`config.mk`:
```
export PLATFORM = sky130hd
export DESIGN_NAME = gray_arbiter
export DESIGN_NICKNAME = d
export VERILOG_FILES = /design/src/rtl/gray_arbiter.sv
export SDC_FILE = /design/constraint.sdc
export NUM_CORES = 1
export LEC_CHECK = 0
export ABC_AREA = 1
export CAP_MARGIN = 40
export CORE_MARGIN = 2
export CORE_UTILIZATION = 54
export DETAILED_ROUTE_END_ITERATION = 16
export GPL_TIMING_DRIVEN = 1
export MAX_ROUTING_LAYER = met4
export PLACE_DENSITY = 0.84
export SETUP_SLACK_MARGIN = 0.4
export SLEW_MARGIN = 10
export SYNTH_ARGS = -nofsm -noshare
export SYNTH_HDL_FRONTEND = slang
export SYNTH_SLANG_ARGS = --single-unit
```
`constraint.sdc`:
```
create_clock -name Clk -period 2.5 [get_ports Clk]
set_input_delay 0.5 -clock Clk [delete_from_list [all_inputs] [get_ports Clk]]
set_output_delay 0.5 -clock Clk [all_outputs]
set_load 0.005 [all_outputs]
```
`src/rtl/gray_arbiter.sv`:
```
// gray_arbiter: round-robin arbiter that lends one shared 3-bit Gray counter
// to one of four requesters for a burst of Len steps.
//
// Ports
//   Clk      in   clock, all state updates on the rising edge
//   Reset    in   asynchronous active-low reset
//   Req      in   [3:0] level-held per-requester request
//   Len      in   [2:0] burst length in counter steps (0 means 8), sampled at grant
//   Cnt_Ovf  in   overflow flag from the shared Gray counter
//   Gnt      out  [3:0] one-hot grant, zero while idle
//   Cnt_Clr  out  active-high clear for the counter, one cycle per burst
//   Cnt_En   out  counter step enable, follows Req[owner] while running
//   Busy     out  high whenever a burst is in progress
//   Done     out  one-cycle end-of-burst pulse
//   Done_Id  out  [1:0] finishing requester, valid with Done
//   Aborted  out  burst ended because the owner dropped its request, valid with Done
//   Wrap     out  counter overflow seen at end of burst, valid with Done
module gray_arbiter (
  input  logic       Clk,
  input  logic       Reset,
  input  logic [3:0] Req,
  input  logic [2:0] Len,
  input  logic       Cnt_Ovf,
  output logic [3:0] Gnt,
  output logic       Cnt_Clr,
  output logic       Cnt_En,
  output logic       Busy,
  output logic       Done,
  output logic [1:0] Done_Id,
  output logic       Aborted,
  output logic       Wrap
);

  typedef enum logic [1:0] {StIdle, StClear, StRun, StDone} state_e;

  state_e     state_q;
  logic [1:0] ptr_q;
  logic [1:0] owner_q;
  logic [3:0] rem_q;
  logic       aborted_q;

  logic       pick_valid;
  logic [1:0] pick_idx;
  logic [1:0] scan_idx;
  logic       owner_req;

  // Round-robin search starting at ptr_q. Scanning offsets from high to low
  // lets the lowest offset (closest to ptr_q) overwrite the others.
  always_comb begin
    pick_valid = 1'b0;
    pick_idx   = ptr_q;
    scan_idx   = ptr_q;
    for (int i = 3; i >= 0; i--) begin
      scan_idx = ptr_q + 2'(i);
      if (Req[scan_idx]) begin
        pick_valid = 1'b1;
        pick_idx   = scan_idx;
      end
    end
  end

  assign owner_req = Req[owner_q];

  always_ff @(posedge Clk or negedge Reset) begin
    if (!Reset) begin
      state_q   <= StIdle;
      ptr_q     <= 2'd0;
      owner_q   <= 2'd0;
      rem_q     <= 4'd0;
      aborted_q <= 1'b0;
    end else begin
      unique case (state_q)
        StIdle: begin
          if (pick_valid) begin
            owner_q   <= pick_idx;
            rem_q     <= (Len == 3'd0) ? 4'd8 : {1'b0, Len};
            aborted_q <= 1'b0;
            state_q   <= StClear;
          end
        end
        StClear: begin
          state_q <= StRun;
        end
        StRun: begin
          if (!owner_req) begin
            // Owner walked away: end the burst without issuing a step.
            aborted_q <= 1'b1;
            state_q   <= StDone;
          end else begin
            rem_q <= rem_q - 4'd1;
            if (rem_q == 4'd1) begin
              state_q <= StDone;
            end
          end
        end
        StDone: begin
          ptr_q   <= owner_q + 2'd1;
          state_q <= StIdle;
        end
        default: begin
          state_q <= StIdle;
        end
      endcase
    end
  end

  // Outputs decode from state registers; Cnt_En is the one path that follows
  // Req so an abort issues no step in the dropping cycle. Wrap reflects the
  // counter's flag after the final step has landed.
  assign Busy    = (state_q != StIdle);
  assign Gnt     = Busy ? (4'b0001 << owner_q) : 4'b0000;
  assign Cnt_Clr = (state_q == StClear);
  assign Cnt_En  = (state_q == StRun) & owner_req;
  assign Done    = (state_q == StDone);
  assign Done_Id = Done ? owner_q : 2'd0;
  assign Aborted = Done & aborted_q;
  assign Wrap    = Done & Cnt_Ovf;

endmodule

```
==> summary.txt, run 1 <==
Detailed routing
  • Pre-antenna DRT Iters: 4
  • Highest metal used: met4
  • DRC Markers: 0
  • Vias per cell: 4.95
  • Drt wl/cell: 11.2 µm
  • Total number of vias: 1044
  • Met1 WL: 1.00 mm
  • Initial DRC Count: 41
  • Metal2 WL: 1.19 mm
  • Routed met3 length: 132 µm
  • Aggregate routed wire length: 2.36 mm
  • Antenna Nets Post-Route: 0

Power and ir drop
  • Overall Power: 0.00180 W
  • Leakage: 0.792 nW
  • PD cells: 1300 nW/µm²
  • Maximum VDD drop: 0.799 mV

CTS
  • CTS sink count: 11
  • Clock slew at reported path FFs: 70 ps
  • TritonCTS clock tree: yes
  • Num CTS Buffers: 3
  • Hold-fix buffers, CTS: 0
  • Clk Latency, worst-skew pair: 270 ps
  • H-tree depth: 1
  • CTS root buffer: clkbuf_4
  • Clock buffer depth: 2

STA
  • Measured slew at the worst slew-check pin: 524 ps
  • Final Slew Violations: 0
  • Setup violations, final: 0
  • Max Clock Skew: 4.03 ps
  • Final Hold Vio Count: 0
  • Min cycle time layout: 2070 ps
  • Rel. slew slack: 65.0%
  • Fmax: 0.484 GHz
  • Final Hold Slack: 506 ps
  • Final worst path period share: 82.6%
  • Unrepaired setup endpoints after global routing: yes
  • Setup TNS: 0 ps

Finish
  • Finished Core Util: 78.2%
  • Share of cells above drive strength 1: 22.6%
  • Layout Nets: 207
  • Multi-input logic area: 668 µm²
  • Fin cells: 211
  • # fillers: 134
  • Register area: 279 µm²
  • Area Overhead vs Synth: 32.3%
  • Final antenna diode count: 0

Critical path
  • R2R cell count: 9
  • Max incr delay on CP: 490 ps
  • Critical path buffer and inverter count: 3
  • Crit path cell chain: clkdlybuf4s50_1, nand2_1, inv_1, clkdlybuf4s50_1
  • Arrival time at the worst endpoint: 1570 ps
  • Critical path required time: 2000 ps
  • FF-to-FF setup slack: 880 ps
  • Worst path depth: 4
  • Setup crit end kind: output pin
  • CP most frequent cell: clkdlybuf4s50_1
  • Critical-path top delay cell: clkdlybuf4s50_1
  • CP Launch Type: input pin
  • Family with the most delay on the worst path: buffers and inverters
  • Worst-path fanout max: 1
  • WS Path Type: input pin to output pin

Global route
  • Largest net degree at the start of global routing: 12
  • First-pass GRT wire length: 3.77 mm
  • GRT Util Overall: 24.5%
  • Initial antenna violation count: 0
  • Grt ovf: 0
  • Vias in the first global route: 899

Placed design
  • Detailed placer's ending HPWL: 1.84 mm
  • I/O Buffers: 21
  • GP Congestion: 0.910
  • Placed Cells: 201

Yosys
  • Ys async rst share: 100%
  • Ranking of synthesized cells by area: dfrtp_1 (26%), nand2_1 (18%), ha_1 (12%), inv_1 (9.4%), nand3_1 (6.2%)
  • Net count after synthesis: 176
  • Number of synthesized flops with an enable pin: 0
  • Top_reg_cell synth: dfrtp_1
  • Syn. warnings: 0
  • Post-synth top area share: 26.4%
  • Synth cell count leaders: nand2_1 (49), inv_1 (26), nand3_1 (13)
  • Cell count after synthesis: 156
  • Sequential share of the synthesized area: 26.4%
  • Yosys cell types: 24
  • Area leader, netlist: dfrtp_1
  • Synthesized area per cell: 6.69 µm²
  • Netlist Area Pre-Place: 1040 µm²
  • Flops & latches, synth: 11
  • Most frequent cell after synthesis: nand2_1

Worst hold path
  • Hold Crit Class: register to register
  • Hold Path Depth: 2

Floorplan
  • I/O pins: 22
  • Die Ht: 48.0 µm
  • Cell Rows: 15
  • Core Region: 1760 µm²
  • Die span in x: 48.0 µm
  • Die area: 2300 µm²
  • Starting Density: 59.1%

Outcome
  • Status: finished clean

Run
  • Max Cap Viol: 0
timing repair:
action / CTS / global route
setup endpoints to repair: 11 / 10
gates resized for setup: 9 / 11
buffers inserted: 5 / 1
pin swaps: 1 / 0
worst paths after layout:
kind / endpoint / start
setup / recovery: Wrap / Cnt_Ovf
hold / removal: aborted_q / aborted_q
setup reg to reg: rem_q[2] / ptr_q[0]
hold reg to reg: aborted_q / aborted_q
max in group asynchronous: owner_q[0] / Reset
min in group asynchronous: aborted_q / Reset
tightest hold or removal path, cell delays in order (launching register included):
cell and delay, ps:
dfrtp_1 350, nand2_1 60, nand2_1 60
logic make-up after synthesis:
| family | synth area share, % |
|---|---|
| buffers and inverters | 12.2 |
| AND/OR/NAND/NOR | 40.0 |
| adder cells (fa/ha/maj) | 12.0 |
| flip-flops | 26.4 |
| AO/OA/AOI/OAI | 9.35 |
per-layer routing:
metal | vias up | global-route usage [%]
met5 | - | -
met4 | 0 | 8.11
met3 | 5 | 3.40
met2 | 28 | 39.5
met1 | 472 | 31.4
li1 | 539 | -
area by class of cell:
class / instances / share of cell area, %
multi-input combinational: 115 / 48.4
tap: 25 / 2.27
sequential: 11 / 20.2
clock buffer: 4 / 1.90
timing repair buffer: 27 / 18.8
inverter: 29 / 8.43
state kept, by name, summed over array words and instances (netlist names):
signal	cells
owner_q	2
rem_q	4
aborted_q	1
state_q	2
ptr_q	2
cell usage in the layout, fill, tap and decap left out, drive strengths merged:
| cell type | n |
|---|---|
| buf | 6 |
| a21oi | 5 |
| o31ai | 1 |
| inv | 29 |
| dfrtp | 11 |
| nand3 | 14 |
| or2 | 2 |
| nand2 | 60 |
| ha | 10 |
| nor2 | 11 |
| clkbuf | 5 |
| clkdlybuf4s50 | 15 |
| nand4 | 1 |
| dlygate4sd2 | 1 |
| dlymetal6s2s | 4 |
| nand3b | 1 |
| o21ai | 10 |
where the power goes:
part           internal (W)  switching [W]
combinational      0.000557       0.000747
clock             0.0000618      0.0000627
sequential         0.000272      0.0000975
metrics by stage:
step,area (µm²),setup WS [ps]
global route,1380,389
detailed placement,1270,49.9
finish,1380,435
CTS,1350,380
floorplan,1040,1090
global placement,1270,69.4
Power figures use the tool's default switching activity.
==> run 2: changes to the inputs <==
CORE_UTILIZATION = 50   (was 54)
PLACE_DENSITY = 0.79   (was 0.84)
clock period = 1.93 ns   (was 2.5 ns; I/O delays follow)
==> run 2 against run 1 <==
Effect of this change:
- sequential cell count unchanged
- worst hold slack worse by 42 ps
- final area up 35%
- non-clock buffer count up 27
- global-route usage up 4.9 points
- clock skew down 1.7 ps
- first-iteration DRC count down 9.8%
- via count up 35%
- wire length up 110%
- sequential power up 29%
- largest power group unchanged
==> summary.txt, run 2 (same netlist as run 1, synthesis figures left out) <==
STA
  • Final Slew Violations: 0 (unchanged)
  • Rel. slew slack: 62.7% (-2.3 points)
  • Final worst setup slack: 116 ps (-319 ps)
  • Fmax: 0.551 GHz
  • Min cycle time layout: 1810 ps
  • Measured slew at the worst slew-check pin: 558 ps (+34.5 ps)
  • Final worst path period share: 94.0%
  • Max Clock Skew: 2.32 ps (-1.70 ps)
  • Final Hold Vio Count: 0 (unchanged)
  • Unrepaired setup endpoints after global routing: yes
  • Setup violations, final: 0 (unchanged)

Detailed routing
  • DRC Markers: 0 (unchanged)
  • Vias per cell: 5.86 (+18%)
  • Initial DRC Count: 37 (-9.8%)
  • Total number of vias: 1407 (+35%)
  • Drt wl/cell: 20.3 µm (+82%)
  • Aggregate routed wire length: 4.88 mm (+110%)
  • Antenna Nets Post-Route: 0 (unchanged)
  • Pre-antenna DRT Iters: 4 (unchanged)

Critical path
  • Worst-path fanout max: 3 (+2)
  • Crit path from: owner_q[0]
  • CP Launch Type: register
  • Critical path required time: 1540 ps (-460 ps)
  • Worst R2R Start: state_q[1]
  • Setup crit end kind: output pin
  • Arrival time at the worst endpoint: 1430 ps (-140 ps)
  • FF-to-FF setup slack: 180 ps (-700 ps)
  • R2R Path End: rem_q[3]
  • R2R cell count: 12 (+3)
  • WS Path Type: register to output pin

Finish
  • Area Overhead vs Synth: 78.7%
  • Max reg flops: 4 (unchanged)
  • Final antenna diode count: 0 (unchanged)
  • Top reg by flops: rem_q
  • Commonest non-fill, non-tap cell in the layout: nand2_1
  • Final std cell area, no fill: 1860 µm² (+35%)
  • Most frequent cells in the layout: nand2_1 (28), nand2_2 (24), buf_6 (21), buf_4 (16), inv_1 (15)
  • # fillers: 60 (-55%)
  • Layout Nets: 234 (+13%)
  • Share of cells above drive strength 1: 57.7% (+35 points)

CTS
  • TritonCTS clock tree: yes
  • Clock slew at reported path FFs: 70 ps (about the same)
  • CTS root buffer: clkbuf_4
  • Clock buffer depth: 2 (unchanged)
  • Clk Latency, worst-skew pair: 280 ps (about the same)
  • Num CTS Buffers: 3 (unchanged)
  • CTS sink count: 11 (unchanged)
  • H-tree depth: 1 (unchanged)

Floorplan
  • Starting Density: 53.2% (-6.0 points)
  • Core Region: 1960 µm² (+11%)
  • Die area: 2470 µm² (+7.3%)
  • Cell Rows: 16 (+1)
  • Die Ht: 49.7 µm (+3.6%)
  • Die span in x: 49.7 µm (+3.6%)
  • I/O pins: 22 (unchanged)

Worst hold path
  • Hold Crit Class: input pin to asynchronous set/reset pin

Placed design
  • Detailed placer's ending HPWL: 1.93 mm (+4.7%)
  • I/O Buffers: 21 (unchanged)
  • Pre-CTS setup slack: -275 ps (-325 ps)
  • Post-DP Area: 1320 µm² (+3.7%)
  • GP Congestion: 0.847 (-6.9%)

Global route
  • Grt ovf: 0 (unchanged)
  • GRT Util Overall: 29.4% (+4.9 points)
  • Largest net degree at the start of global routing: 12 (unchanged)
  • First-pass GRT wire length: 5.44 mm (+44%)
  • Initial antenna violation count: 0 (unchanged)
  • Vias in the first global route: 1218 (+35%)

Run
  • Max Cap Viol: 0 (unchanged)

Power and ir drop
  • Maximum VDD drop: 1.38 mV (+73%)
  • Clock Power Share: 4.4% (-2.5 points)
  • Pint: 0.00181 W (+100%)
  • PD cells: 2030 nW/µm² (+56%)
  • P_sw: 0.00197 W (+120%)
  • Switching Share: 52.2% (+1.8 points)
  • Logic pwr share: 83.0% (+10 points)
  • Overall Power: 0.00378 W (+110%)
  • Leakage: 0.975 nW (+23%)
  • Sequential Power Share: 12.6% (-8.0 points)

Outcome
  • Status: finished clean
[run 2: cell types whose count changed in the layout (fill, tap and decap cells not counted), moves of 6 or more]
cell | previous run | this run
nand2_1 | 49 | 28
buf_4 | 6 | 16
buf_2 | 0 | 6
inv_1 | 22 | 15
clkdlybuf4s50_1 | 15 | 5
nand3_1 | 13 | 6
nand2_2 | 10 | 24
buf_6 | 0 | 21
nand2_4 | 1 | 8
[run 2: worst max path at each step]
stage               slack, ps        to  depth (start not counted)
global placement         -270    Cnt_En                          6
floorplan                 530  rem_q[1]                         11
finish                    120    Cnt_En                          6
global route               90    Cnt_En                          6
detailed placement       -270    Cnt_En                          6
CTS                       250    Cnt_En                          6
[run 2: layout make-up]
class                   count  area (µm²)  area share (%)
multi-input cells         115         882            47.3
flip-flops and latches     11         279            15.0
well taps                  27        33.8            1.81
clock buffers               4        26.3            1.41
inverters                  29         131            7.05
repair buffers             54         512            27.4
[run 2: power groups by stage]
| stage | logic [W] | registers [W] | clock network, W |
|---|---|---|---|
| 2_1_floorplan | 0.00115 | 0.000422 | 0 |
| 3_3_place_gp | 0.00156 | 0.000459 | 0 |
| 3_5_place_dp | 0.00163 | 0.000465 | 0 |
| 4_1_cts | 0.00198 | 0.000462 | 0.000157 |
| 5_1_grt | 0.00331 | 0.000479 | 0.000173 |
| 6_report | 0.00314 | 0.000476 | 0.000165 |
[run 2: what timing repair did]
action	4_1_cts	5_1_grt
pin swaps	9	22
hold endpoints to repair	0	0
hold buffers	0	0
buffers inserted	11	16
resized for setup	85	70
setup endpoints to repair	21	21
[run 2: through the flow]
step	TNS, ps	hold slack, ps	instances	util [%]
2_1_floorplan	0	90.4	156	-
3_3_place_gp	-350	469	209	67.3
3_5_place_dp	-448	475	209	67.3
4_1_cts	0	459	224	76.1
5_1_grt	0	509	240	95.0
6_report	0	464	240	95.0
[run 2: layer usage]
| metal | up-vias | track usage [%] | part of all wire (%) |
|---|---|---|---|
| met1 | 664 | 32.5 | 36 |
| met4 | 0 | 15.7 | 6.0 |
| li1 | 595 | - | - |
| met5 | - | - | 0 |
| met2 | 115 | 52.4 | 50 |
| met3 | 33 | 2.12 | 8.1 |
[run 2: worst max-delay path, stage by stage, from the launching register on]
cell and delay [ps]:
dfrtp_1 390, buf_4 170, nand2_1 140, nand3_4 140, nand2_2 80, nor2_4 110
buf_2 120
